## config.mk

```make
export PLATFORM = sky130hd
export DESIGN_NAME = seq_fp_divider_flat
export DESIGN_NICKNAME = d
export VERILOG_FILES = /design/src/rtl/seq_fp_divider_if.sv /design/src/rtl/seq_fp_divider.sv /design/src/flat_wrapper.sv
export SDC_FILE = /design/constraint.sdc
export NUM_CORES = 1
export LEC_CHECK = 0
export ABC_AREA = 1
export BUFFER_PORTS_ARGS = -buffer_cell sky130_fd_sc_hd__buf_4
export CORE_ASPECT_RATIO = 2
export CORE_MARGIN = 2
export CORE_UTILIZATION = 50
export DETAILED_ROUTE_END_ITERATION = 10
export GPL_TIMING_DRIVEN = 0
export PLACE_DENSITY_LB_ADDON = 0.25
export SYNTH_ARGS = -nofsm -noshare
export SYNTH_HDL_FRONTEND = slang
export SYNTH_SLANG_ARGS = --single-unit
```

## constraint.sdc

```tcl
create_clock -name clk -period 3 [get_ports clk]
set_input_delay 0.3 -clock clk [delete_from_list [all_inputs] [get_ports clk]]
set_output_delay 0.3 -clock clk [all_outputs]
set_load 0.05 [all_outputs]
```

## src/rtl/seq_fp_divider_if.sv

```systemverilog
// seq_fp_divider_if -- operand/result bus of the sequential FP divider.
//
// Signals:
//   in_valid  producer -> divider  operands present
//   in_ready  divider  -> producer divider can accept operands
//   input_a   producer -> divider  dividend {sign, exp, mantissa}
//   input_b   producer -> divider  divisor  {sign, exp, mantissa}
//   out_valid divider  -> consumer result present
//   out_ready consumer -> divider  consumer accepts result
//   output_z  divider  -> consumer quotient
//   busy      divider  -> anyone   divider is not idle
//
// Handshake: a transfer happens on a rising clk edge where valid && ready are
// both high. A source holds its payload stable while valid is high and ready
// is low; ready may be asserted independently of valid.
//
// Modports: slave = the divider, master = whoever drives operands and
// consumes results.

interface seq_fp_divider_if #(
   parameter int W = 32
);
   logic         in_valid;
   logic         in_ready;
   logic [W-1:0] input_a;
   logic [W-1:0] input_b;
   logic         out_valid;
   logic         out_ready;
   logic [W-1:0] output_z;
   logic         busy;

   modport slave (
      input  in_valid, input_a, input_b, out_ready,
      output in_ready, out_valid, output_z, busy
   );

   modport master (
      output in_valid, input_a, input_b, out_ready,
      input  in_ready, out_valid, output_z, busy
   );
endinterface

```

## src/rtl/seq_fp_divider.sv

```systemverilog
// seq_fp_divider -- multi-cycle IEEE-754-style floating-point divider.
//
// Computes output_z = input_a / input_b with a radix-2 restoring divider,
// one quotient bit per clock, followed by round-to-nearest-even. Subnormal
// inputs are treated as zero and subnormal results are flushed to zero.
//
// Ports:
//   clk        rising-edge clock
//   rst_n      asynchronous active-low reset
//   bus        seq_fp_divider_if.slave (operand/result handshakes, busy)
//   dbg_state  current FSM state (IDLE=0 UNPACK=1 DIVIDE=2 ROUND=3 DONE=4)
//   flags      {invalid, div_by_zero, overflow, underflow}, valid with
//              out_valid; present only when FP_DIV_FLAGS_EN is defined
//
// Optional feature macro: FP_DIV_FLAGS_EN (adds the flags port).
//
// Latency from the accepting edge to out_valid: MAN_W+5 edges for normal
// operands, 2 edges for special operands.

module seq_fp_divider #(
   parameter int EXP_W = 8,
   parameter int MAN_W = 23
) (
   input  logic              clk,
   input  logic              rst_n,
   seq_fp_divider_if.slave   bus,
`ifdef FP_DIV_FLAGS_EN
   output logic [3:0]        flags,
`endif
   output logic [2:0]        dbg_state
);
   localparam int W  = 1 + EXP_W + MAN_W;
   localparam int QW = MAN_W + 3;          // quotient bits, weights 2^0..2^-(MAN_W+2)
   localparam int CW = $clog2(QW);
   localparam int EW = EXP_W + 2;          // signed working exponent width
   localparam logic signed [EW-1:0] BIAS   = EW'((1 << (EXP_W - 1)) - 1);
   localparam logic signed [EW-1:0] E_MAX  = EW'((1 << EXP_W) - 1);
   localparam logic signed [EW-1:0] E_ONE  = EW'(1);
   localparam logic signed [EW-1:0] E_ZERO = '0;
   localparam logic [CW-1:0]        LAST   = CW'(QW - 1);
   localparam logic [W-1:0] QNAN = {1'b0, {EXP_W{1'b1}}, 1'b1, {(MAN_W-1){1'b0}}};

   typedef enum logic [2:0] {IDLE, UNPACK, DIVIDE, ROUND, DONE} state_t;

   state_t               state_q, state_d;
   logic [W-1:0]         a_q, a_d, b_q, b_d, z_q, z_d;
   logic [MAN_W+1:0]     rem_q, rem_d;
   logic [MAN_W:0]       dvs_q, dvs_d;
   logic [QW-1:0]        quo_q, quo_d;
   logic [CW-1:0]        cnt_q, cnt_d;
   logic signed [EW-1:0] e_q, e_d;

   // Operand classification on the registered operands (held until IDLE).
   logic sign_z, a_nan, b_nan, a_inf, b_inf, a_zero, b_zero;
   logic sp_invalid, sp_dbz, is_special;
   logic [W-1:0] spec_res;

   assign sign_z = a_q[W-1] ^ b_q[W-1];
   assign a_zero = ~|a_q[W-2:MAN_W];
   assign b_zero = ~|b_q[W-2:MAN_W];
   assign a_nan  = (&a_q[W-2:MAN_W]) & (|a_q[MAN_W-1:0]);
   assign b_nan  = (&b_q[W-2:MAN_W]) & (|b_q[MAN_W-1:0]);
   assign a_inf  = (&a_q[W-2:MAN_W]) & ~(|a_q[MAN_W-1:0]);
   assign b_inf  = (&b_q[W-2:MAN_W]) & ~(|b_q[MAN_W-1:0]);

   assign sp_invalid = a_nan | b_nan | (a_zero & b_zero) | (a_inf & b_inf);
   // inf/0 is an exact infinity, not a division by zero.
   assign sp_dbz     = ~sp_invalid & ~a_inf & b_zero;
   assign is_special = a_nan | b_nan | a_inf | b_inf | a_zero | b_zero;
   assign spec_res   = sp_invalid       ? QNAN :
                       (a_inf | sp_dbz) ? {sign_z, {EXP_W{1'b1}}, {MAN_W{1'b0}}} :
                                          {sign_z, {(W-1){1'b0}}};

   // One restoring-division step.
   logic             rem_ge;
   logic [MAN_W+1:0] rem_sub;
   assign rem_ge  = rem_q >= {1'b0, dvs_q};
   assign rem_sub = rem_ge ? rem_q - {1'b0, dvs_q} : rem_q;

   // Normalise and round the finished quotient.
   logic [MAN_W:0]       sig;
   logic                 grd, stk, rnd_up;
   logic [MAN_W+1:0]     sig_rnd;
   logic signed [EW-1:0] e_adj, e_fin;
   logic [MAN_W-1:0]     man_fin;
   logic                 ovf, unf;
   logic [W-1:0]         norm_res;

   always_comb begin
      if (quo_q[QW-1]) begin
         sig   = quo_q[QW-1:2];
         grd   = quo_q[1];
         stk   = quo_q[0] | (|rem_q);
         e_adj = e_q;
      end else begin
         // Quotient below 1: the bit below the guard shifts up into it.
         sig   = quo_q[QW-2:1];
         grd   = quo_q[0];
         stk   = |rem_q;
         e_adj = e_q - E_ONE;
      end
      rnd_up  = grd & (stk | sig[0]);
      sig_rnd = {1'b0, sig} + {{(MAN_W+1){1'b0}}, rnd_up};
      if (sig_rnd[MAN_W+1]) begin
         man_fin = sig_rnd[MAN_W:1];
         e_fin   = e_adj + E_ONE;
      end else begin
         man_fin = sig_rnd[MAN_W-1:0];
         e_fin   = e_adj;
      end
      ovf = e_fin >= E_MAX;
      unf = e_fin <= E_ZERO;
      if (ovf)      norm_res = {sign_z, {EXP_W{1'b1}}, {MAN_W{1'b0}}};
      else if (unf) norm_res = {sign_z, {(W-1){1'b0}}};
      else          norm_res = {sign_z, e_fin[EXP_W-1:0], man_fin};
   end

   always_comb begin
      state_d = state_q;
      a_d     = a_q;
      b_d     = b_q;
      z_d     = z_q;
      rem_d   = rem_q;
      dvs_d   = dvs_q;
      quo_d   = quo_q;
      cnt_d   = cnt_q;
      e_d     = e_q;
      case (state_q)
         IDLE: begin
            if (bus.in_valid) begin
               a_d     = bus.input_a;
               b_d     = bus.input_b;
               state_d = UNPACK;
            end
         end
         UNPACK: begin
            // Specials skip DIVIDE; ROUND forwards spec_res so every result
            // is registered from the same state.
            if (is_special) begin
               state_d = ROUND;
            end else begin
               rem_d   = {1'b0, 1'b1, a_q[MAN_W-1:0]};
               dvs_d   = {1'b1, b_q[MAN_W-1:0]};
               quo_d   = '0;
               cnt_d   = '0;
               e_d     = $signed({2'b00, a_q[W-2:MAN_W]}) -
                         $signed({2'b00, b_q[W-2:MAN_W]}) + BIAS;
               state_d = DIVIDE;
            end
         end
         DIVIDE: begin
            rem_d = {rem_sub[MAN_W:0], 1'b0};
            quo_d = {quo_q[QW-2:0], rem_ge};
            cnt_d = cnt_q + CW'(1);
            if (cnt_q == LAST) state_d = ROUND;
         end
         ROUND: begin
            z_d     = is_special ? spec_res : norm_res;
            state_d = DONE;
         end
         DONE: begin
            if (bus.out_ready) state_d = IDLE;
         end
         default: state_d = IDLE;
      endcase
   end

   always_ff @(posedge clk or negedge rst_n) begin
      if (!rst_n) begin
         state_q <= IDLE;
         a_q     <= '0;
         b_q     <= '0;
         z_q     <= '0;
         rem_q   <= '0;
         dvs_q   <= '0;
         quo_q   <= '0;
         cnt_q   <= '0;
         e_q     <= '0;
      end else begin
         state_q <= state_d;
         a_q     <= a_d;
         b_q     <= b_d;
         z_q     <= z_d;
         rem_q   <= rem_d;
         dvs_q   <= dvs_d;
         quo_q   <= quo_d;
         cnt_q   <= cnt_d;
         e_q     <= e_d;
      end
   end

`ifdef FP_DIV_FLAGS_EN
   logic [3:0] flags_q, flags_d;

   always_comb begin
      flags_d = flags_q;
      if (state_q == ROUND) begin
         if (is_special) flags_d = {sp_invalid, sp_dbz, 2'b00};
         else            flags_d = {2'b00, ovf, unf};
      end
   end

   always_ff @(posedge clk or negedge rst_n) begin
      if (!rst_n) flags_q <= '0;
      else        flags_q <= flags_d;
   end

   assign flags = flags_q;
`endif

   assign bus.in_ready  = (state_q == IDLE);
   assign bus.out_valid = (state_q == DONE);
   assign bus.busy      = (state_q != IDLE);
   assign bus.output_z  = z_q;
   assign dbg_state     = state_q;
endmodule

```

## src/flat_wrapper.sv

```systemverilog
// flat-port wrapper written by rule: the top's interface ports become plain ports
module seq_fp_divider_flat 
#(
   parameter int EXP_W = 8,
   parameter int MAN_W = 23
)
  (clk, rst_n, dbg_state, bus_in_valid, bus_input_a, bus_input_b, bus_out_ready, bus_in_ready, bus_out_valid, bus_output_z, bus_busy);
  seq_fp_divider_if #(.W(32)) bus_i ();
  input  logic clk;
  input  logic rst_n;
  output logic [2:0] dbg_state;
  input wire logic [$bits(bus_i.in_valid)-1:0] bus_in_valid;
  input wire logic [$bits(bus_i.input_a)-1:0] bus_input_a;
  input wire logic [$bits(bus_i.input_b)-1:0] bus_input_b;
  input wire logic [$bits(bus_i.out_ready)-1:0] bus_out_ready;
  output wire logic [$bits(bus_i.in_ready)-1:0] bus_in_ready;
  output wire logic [$bits(bus_i.out_valid)-1:0] bus_out_valid;
  output wire logic [$bits(bus_i.output_z)-1:0] bus_output_z;
  output wire logic [$bits(bus_i.busy)-1:0] bus_busy;
  assign bus_i.in_valid = bus_in_valid;
  assign bus_i.input_a = bus_input_a;
  assign bus_i.input_b = bus_input_b;
  assign bus_i.out_ready = bus_out_ready;
  assign bus_in_ready = bus_i.in_ready;
  assign bus_out_valid = bus_i.out_valid;
  assign bus_output_z = bus_i.output_z;
  assign bus_busy = bus_i.busy;
  seq_fp_divider #(.EXP_W(EXP_W), .MAN_W(MAN_W)) u_core (.clk(clk), .rst_n(rst_n), .bus(bus_i), .dbg_state(dbg_state));
endmodule
```

==> results of run 1 <==
[metrics by stage]
stage | power [W] | instance area (sq um) | TNS, ns | hold WS [ns] | setup slack (ns)
6_report | 0.0164 | 13700 | -0.960 | 0.0670 | -0.116
5_1_grt | 0.0177 | 13700 | -4.64 | 0.0625 | -0.237
4_1_cts | 0.0161 | 13300 | -0.318 | 0.0552 | -0.109
3_5_place_dp | 0.0136 | 12500 | -23.03 | 0.328 | -0.837
3_3_place_gp | 0.0134 | 12500 | -44.62 | 0.445 | -0.839
2_1_floorplan | 0.0108 | 11300 | 0 | 0.00441 | 0.136
[layer usage]
metal / track usage (%) / wire, microns
met2: 59.1 / 20200
met3: 4.07 / 1330
met1: 26.4 / 11300
met5: 0 / 0
met4: 22.7 / 2960
[worst min-delay path by stage]
stage | start | to | slack [ns] | cells past startpoint
6_report | bus_input_a[9] | u_core.a_q[9] | 0.07 | 2
5_1_grt | bus_input_a[9] | u_core.a_q[9] | 0.06 | 2
4_1_cts | bus_input_a[9] | u_core.a_q[9] | 0.06 | 2
3_5_place_dp | rst_n | u_core.bus.output_z[26] | 0.33 | 1
3_3_place_gp | u_core.dvs_q[23] | u_core.dvs_q[23] | 0.44 | 2
2_1_floorplan | rst_n | u_core.a_q[0] | 0.004 | 0
[cell usage in the layout, fill, tap and decap left out, types with 5 or more instances in the layout]
master / n
xor2_1: 32
nor2_2: 12
nand2_1: 308
nor2_1: 114
o21ai_2: 17
inv_1: 175
nand2_2: 21
o21ai_0: 95
ha_1: 36
buf_1: 5
clkbuf_1: 30
mux2_2: 24
o22ai_1: 30
dfrtp_1: 189
buf_4: 132
o21bai_1: 7
o21ai_1: 10
xnor2_1: 18
nor2_4: 7
nand3_2: 9
buf_6: 6
nor4_1: 18
clkbuf_16: 18
inv_2: 5
buf_2: 5
nand3_1: 58
a21oi_1: 129
nor3_1: 12
nand4_1: 30
[state kept, by name (all words and copies together) (netlist names)]
name,count
u_core.bus.output_z,32
u_core.b_q,32
u_core.dvs_q,24
u_core.rem_q,25
u_core.e_q,10
u_core.cnt_q,5
u_core.a_q,32
u_core.quo_q,26
u_core.dbg_state,3
[layout make-up]
class,count,share of cell area [%]
multi-input cells,1043,43.4
flip-flops and latches,189,34.4
repair buffers,140,8.38
inverters,185,5.09
clock buffers,19,3.30
well taps,276,2.51
plain buffers,51,2.12
clock inverters,13,0.774
[kinds of logic (layout without fill, tap and decap cells)]
| kind of cell | count (synthesis) | in the layout | share of synthesized area, % |
|---|---|---|---|
| xor+xnor | 52 | 52 | 4.09 |
| fa+ha+maj | 40 | 40 | 4.55 |
| buf+inv | 237 | 408 | 8.60 |
| mux | 25 | 25 | 2.48 |
| simple gates | 610 | 611 | 23.3 |
| compound gates | 315 | 315 | 15.2 |
| flops | 189 | 189 | 41.8 |
[power by group]
part	total, W	leakage (nW)	switching, W	internal, W
Clock	0.00218	0.267	0.00106	0.00112
Combinational	0.00997	4.00	0.00648	0.00349
Sequential	0.00427	2.31	0.000719	0.00355
Total	0.0164	6.57	0.00826	0.00817
[what timing repair did]
| item | CTS | global route |
|---|---|---|
| pin swaps | 11 | 34 |
| hold buffers | 1 | 0 |
| hold endpoints to repair | 77 | 0 |
| cloned | 1 | 2 |
| buffers inserted | 13 | 18 |
| resized for setup | 41 | 61 |
| endpoints found under the setup margin | 75 | 58 |
==> impl_results.md, run 1 <==
- Post-synth top area share: 41.8%
- Die Ht: 217 microns
- Cell Pwr Density: 1200 nW/um^2
- RSZ-0062 raised after global routing: yes
- Failing checks: negative setup slack
- Post-synth ARST share: 100%
- Relative slew slack: 41.0%
- Final hold viol count: 0
- Starting Density: 51.1%
- Initial antenna violation count: 0
- Diode count: 0
- Grt ovf: 0
- Via-per-instance ratio: 5.49
- Final worst path period need: 3.12 ns
- Reg-to-reg slack, setup: -0.12 ns
- Die area: 23,900 sq um
- Row cnt: 77
- Number of global-route vias before repair: 10,700
- Syn. warnings: 0
- Worst endpoint required time: 3.34 ns
- Top cells by count, synth: 327 x nand2_1, 189 x dfrtp_1, 178 x inv_1, 130 x a21oi_1, 127 x nor2_1
- TritonRoute pass-1 iters: 5
- Worst setup path startpoint: u_core.quo_q[25]
- Pin count of the biggest net entering global routing: 113
- Critical Path End: u_core.bus.output_z[28]
- Share of cells above drive strength 1: 18.9%
- Synthesis-stage register bit count: 189
- DP Cell Count: 1,850
- Worst path cell trace: buf_6 > buf_12 > o21ai_4 > nand2_2 > inv_2 > ha_4 > nand3_4 > nor2_4 > nand3_4 > nor3_4 > nand4_1 > xnor2_1 > inv_2 > buf_4 > nand2_4 > buf_6 > o21ai_2 > nand2_2 > nand2_1
- H-tree Lvls: 4
- CTS tree: done
- Total GRT Usage: 29.8%
- Slew at the pin closest to its max-slew limit: 0.882 ns
- DRT Wirelength: 35.8 mm
- Final cycle utilization of the critical path: 104%
- Critical-path maximum fanout: 5
- Run status: complete, but fails checks
- Routed WL per cell: 18.7 microns
- Area occupied by multi-input gates: 5960 sq um
- Most frequent cell after synthesis: nand2_1
- Critical Path Start Type: flop
- Worst EP arrival: 3.46 ns
- Static Leak: 6.57 nW
- Gpl congestion: 1.03
- Remaining antenna violation count: 0
- Top post-synthesis cells by area: dfrtp_1 42%, nand2_1 11%, inv_1 5.9%, a21oi_1 5.7%, o21ai_0 4.5%
- Max Fclk: 0.321 GHz
- Area leader, netlist: dfrtp_1
- Pins Over Slew Limit: 0
- Post-synthesis cell type count: 52
- Synth Cell Area: 11,300 sq um
- Seq/Total Area, Yosys: 41.8%
- Largest delay contributor family on the critical path: simple AND/OR/NAND/NOR gates
- First-pass GRT wire length: 54.8 mm
- Initial DRC count: 544
- Post-synth EDFFs: 0
- Min-Delay Path Class: in2reg
- Num CTS Buffers: 17
- Worst VDD drop: 588 uV
- Nature of the critical path endpoint: flop
- Worst-skew pair later-pin latency: 0.46 ns
- Port bufs: 105
- Final setup fails: 21
- Clk sinks: 189
- Post-synthesis cell count: 1,468
- CTS root buffer: clkbuf_16
- Final design utilization: 62.0%
- CTS Buffer Depth: 2
- Nets: 1,735
- Post-DP HPWL: 28.1 mm
- Crit path buffers/inverters: 6
- Die Wd: 110 microns
- Drc violations: 0
- Layout Cells excl Fill: 1,916
- Post-synth top flop: dfrtp_1
- Slowest CP cell: dfrtp_1
- Setup Skew: 0.0126 ns
- R2r startpoint: u_core.quo_q[25]
- Core area: 22,200 sq um
- Layout fillers: 2,040
- Syn Area/Cell: 7.71 sq um
- I/O pin cnt: 106
- Final worst setup slack: -0.116 ns
- WP depth: 19
- Max Cap Viol: 0
- Syn_nets: 1,576
- CTS clock-pin slew for the worst setup and hold paths: 0.07 ns
- Crit Path Category: reg2reg
- Worst r2r dst: u_core.bus.output_z[28]
- Register area: 4730 sq um
- R2R depth: 19
- CP peak stage delay: 0.40 ns
- Area Growth Syn to Fin: 21.3%
- Routed vias: 10,500
Note: power is estimated with default switching activity, not from simulation.
==> inputs of run 2 (changes only) <==
- CORE_UTILIZATION: 50 -> 45
==> run 2 against run 1 <==
Sequential share of layout area increased by 0.27 points. Register-to-register slack better by 0.21 ns. Setup slack gained 0.21 ns. Maximum frequency grew 7.3%. The flow now finishes without violations. Clock skew increased by 0.0032 ns. Cell count rose by 2.7%. Critical endpoint is now u_core.bus.output_z[15]. Sequential power about the same. Die area up 11%. Sequential cell count unchanged.
==> impl_results.md, run 2 (synthesis gave the netlist of run 1 again) <==
- Run status: complete, no violations
- DP Cell Count: 1,910
- Worst VDD drop: 546 uV
- Pins Over Slew Limit: 0
- Crit path buffers/inverters: 6
- Setup Skew: 0.0157 ns
- Grt ovf: 0
- Crit Path Category: reg2reg
- Worst-skew pair later-pin latency: 0.46 ns
- Area Growth Syn to Fin: 20.4%
- Initial DRC count: 617
- Final setup fails: 0
- Final cycle utilization of the critical path: 96.8%
- Port bufs: 105
- Area post-placement: 12,600 sq um
- First-pass GRT wire length: 58.3 mm
- Worst endpoint required time: 3.40 ns
- Remaining antenna violation count: 0
- Core area: 24,900 sq um
- Number of global-route vias before repair: 10,900
- Max Cap Viol: 0
- Static Leak: 6.52 nW
- Largest delay contributor family on the critical path: simple AND/OR/NAND/NOR gates
- Die Wd: 116 microns
- Cell Pwr Density: 1220 nW/um^2
- Worst EP arrival: 3.31 ns
- CTS root buffer: clkbuf_16
- Commonest non-fill, non-tap cell in the layout: nand2_1
- Setup tns final: 0 ns
- CTS clock-pin slew for the worst setup and hold paths: 0.07 ns
- Drc violations: 0
- Critical Path Start Type: flop
- Num CTS Buffers: 17
- DRT Wirelength: 37.8 mm
- Worst hold path depth: 2
- Worst path cell trace: buf_6 > buf_12 > nand2_1 > o21ai_4 > nand2_2 > inv_2 > ha_4 > nand3_2 > nor2_4 > nand3_4 > nor3_4 > buf_4 > buf_4 > inv_1 > nand2_2 > a211oi_1 > nand3_1 > nand2_1
- TritonRoute pass-1 iters: 5
- Final design utilization: 54.7%
- Share of cells above drive strength 1: 17.3%
- Starting Density: 45.4%
- Via-per-instance ratio: 5.43
- Gpl congestion: 0.975
- Nets: 1,726
- WP depth: 18
- Row cnt: 82
- Diode count: 0
- CP peak stage delay: 0.59 ns
- R2R depth: 18
- H-tree Lvls: 4
- Layout Cells excl Fill: 1,967
- Routed vias: 10,700
- I/O pin cnt: 106
- Routed WL per cell: 19.2 microns
- Final worst path period need: 2.91 ns
- Total GRT Usage: 29.7%
- Initial antenna violation count: 0
- Min-Delay Path Class: in2reg
- Critical-path maximum fanout: 11
- Post-DP HPWL: 30.0 mm
- Nature of the critical path endpoint: flop
- Die Ht: 228 microns
- Post-route cell area: 13,600 sq um
- Pin count of the biggest net entering global routing: 99
- Die area: 26,500 sq um
- CTS Buffer Depth: 2
- Relative slew slack: 38.6%
- RSZ-0062 raised after global routing: yes
- Slew at the pin closest to its max-slew limit: 0.922 ns
- Max Fclk: 0.344 GHz
- CTS tree: done
- Final hold viol count: 0
- Clk sinks: 189
- Most frequent cells in the layout: 316 x nand2_1, 188 x dfrtp_1, 175 x inv_1
- Slowest CP cell: a211oi_1
## run 2: cell types whose count changed in the layout (fill, tap and decap cells not counted), sizes merged
cell      delta
inv          +2
clkbuf       +1
buf          -9
clkinvlp     -1
clkinv       -3
bufinv       +1
## run 2: final cells by class
cell class | count | area, sq um
multi-input combinational | 1043 | 5860
buffer | 51 | 293
timing repair buffer | 131 | 1010
fill | 2434 | 11300
clock inverter | 12 | 149
tap | 336 | 420
clock buffer | 20 | 457
inverter | 185 | 703
sequential | 189 | 4730
## run 2: worst paths after layout
check,to,start,slack (ns)
max reg2reg,u_core.bus.output_z[15],u_core.quo_q[25],0.09
min,u_core.a_q[15],bus_input_a[15],0.07
min in group asynchronous,u_core.quo_q[10],rst_n,0.46
max,u_core.bus.output_z[15],u_core.quo_q[25],0.09
min reg2reg,u_core.dvs_q[23],u_core.dvs_q[23],0.47
max in group asynchronous,u_core.a_q[7],rst_n,1.61
## run 2: what timing repair did
action / 4_1_cts / 5_1_grt
gates cloned: 1 / 1
endpoints found under the hold margin: 91 / 0
gates resized for setup: 32 / 48
buffers inserted: 9 / 14
pin swaps: 10 / 12
hold buffers: 1 / 0
setup endpoints to repair: 64 / 76
## run 2: metrics by stage
| step | power (W) | setup slack (ns) | hold WS (ns) |
|---|---|---|---|
| finish | 0.0166 | 0.0948 | 0.0663 |
| global route | 0.0180 | -0.0579 | 0.0602 |
| CTS | 0.0163 | 0.00468 | 0.0525 |
| detailed placement | 0.0138 | -0.511 | 0.370 |
| global placement | 0.0137 | -0.879 | 0.446 |
| floorplan | 0.0108 | 0.136 | 0.00441 |
## run 2: metal layers
metal,routed length (microns),up-vias,track usage (%),part of all wire [%]
li1,-,5154,-,-
met1,11900,5059,26.7,32
met2,20900,311,55.4,55
met3,1220,147,4.43,3.2
met4,3720,0,25.1,9.8
met5,0,-,0,0
## run 2: worst reg2reg max path, delay by kind of cell (launching register included)
kind,cells,cell delay [ns]
adders and majority gates,1,0.17
AOI/OAI and AO/OA,2,0.66
buffers and inverters,6,0.69
and+or+nand+nor,9,0.92
DFF,1,0.40
## run 2: where the power goes
| group | internal [W] | leakage [nW] | switching, W |
|---|---|---|---|
| combinational | 0.00340 | 3.92 | 0.00661 |
| sequential | 0.00355 | 2.31 | 0.000742 |
| clock | 0.00123 | 0.291 | 0.00110 |
| total | 0.00818 | 6.52 | 0.00845 |
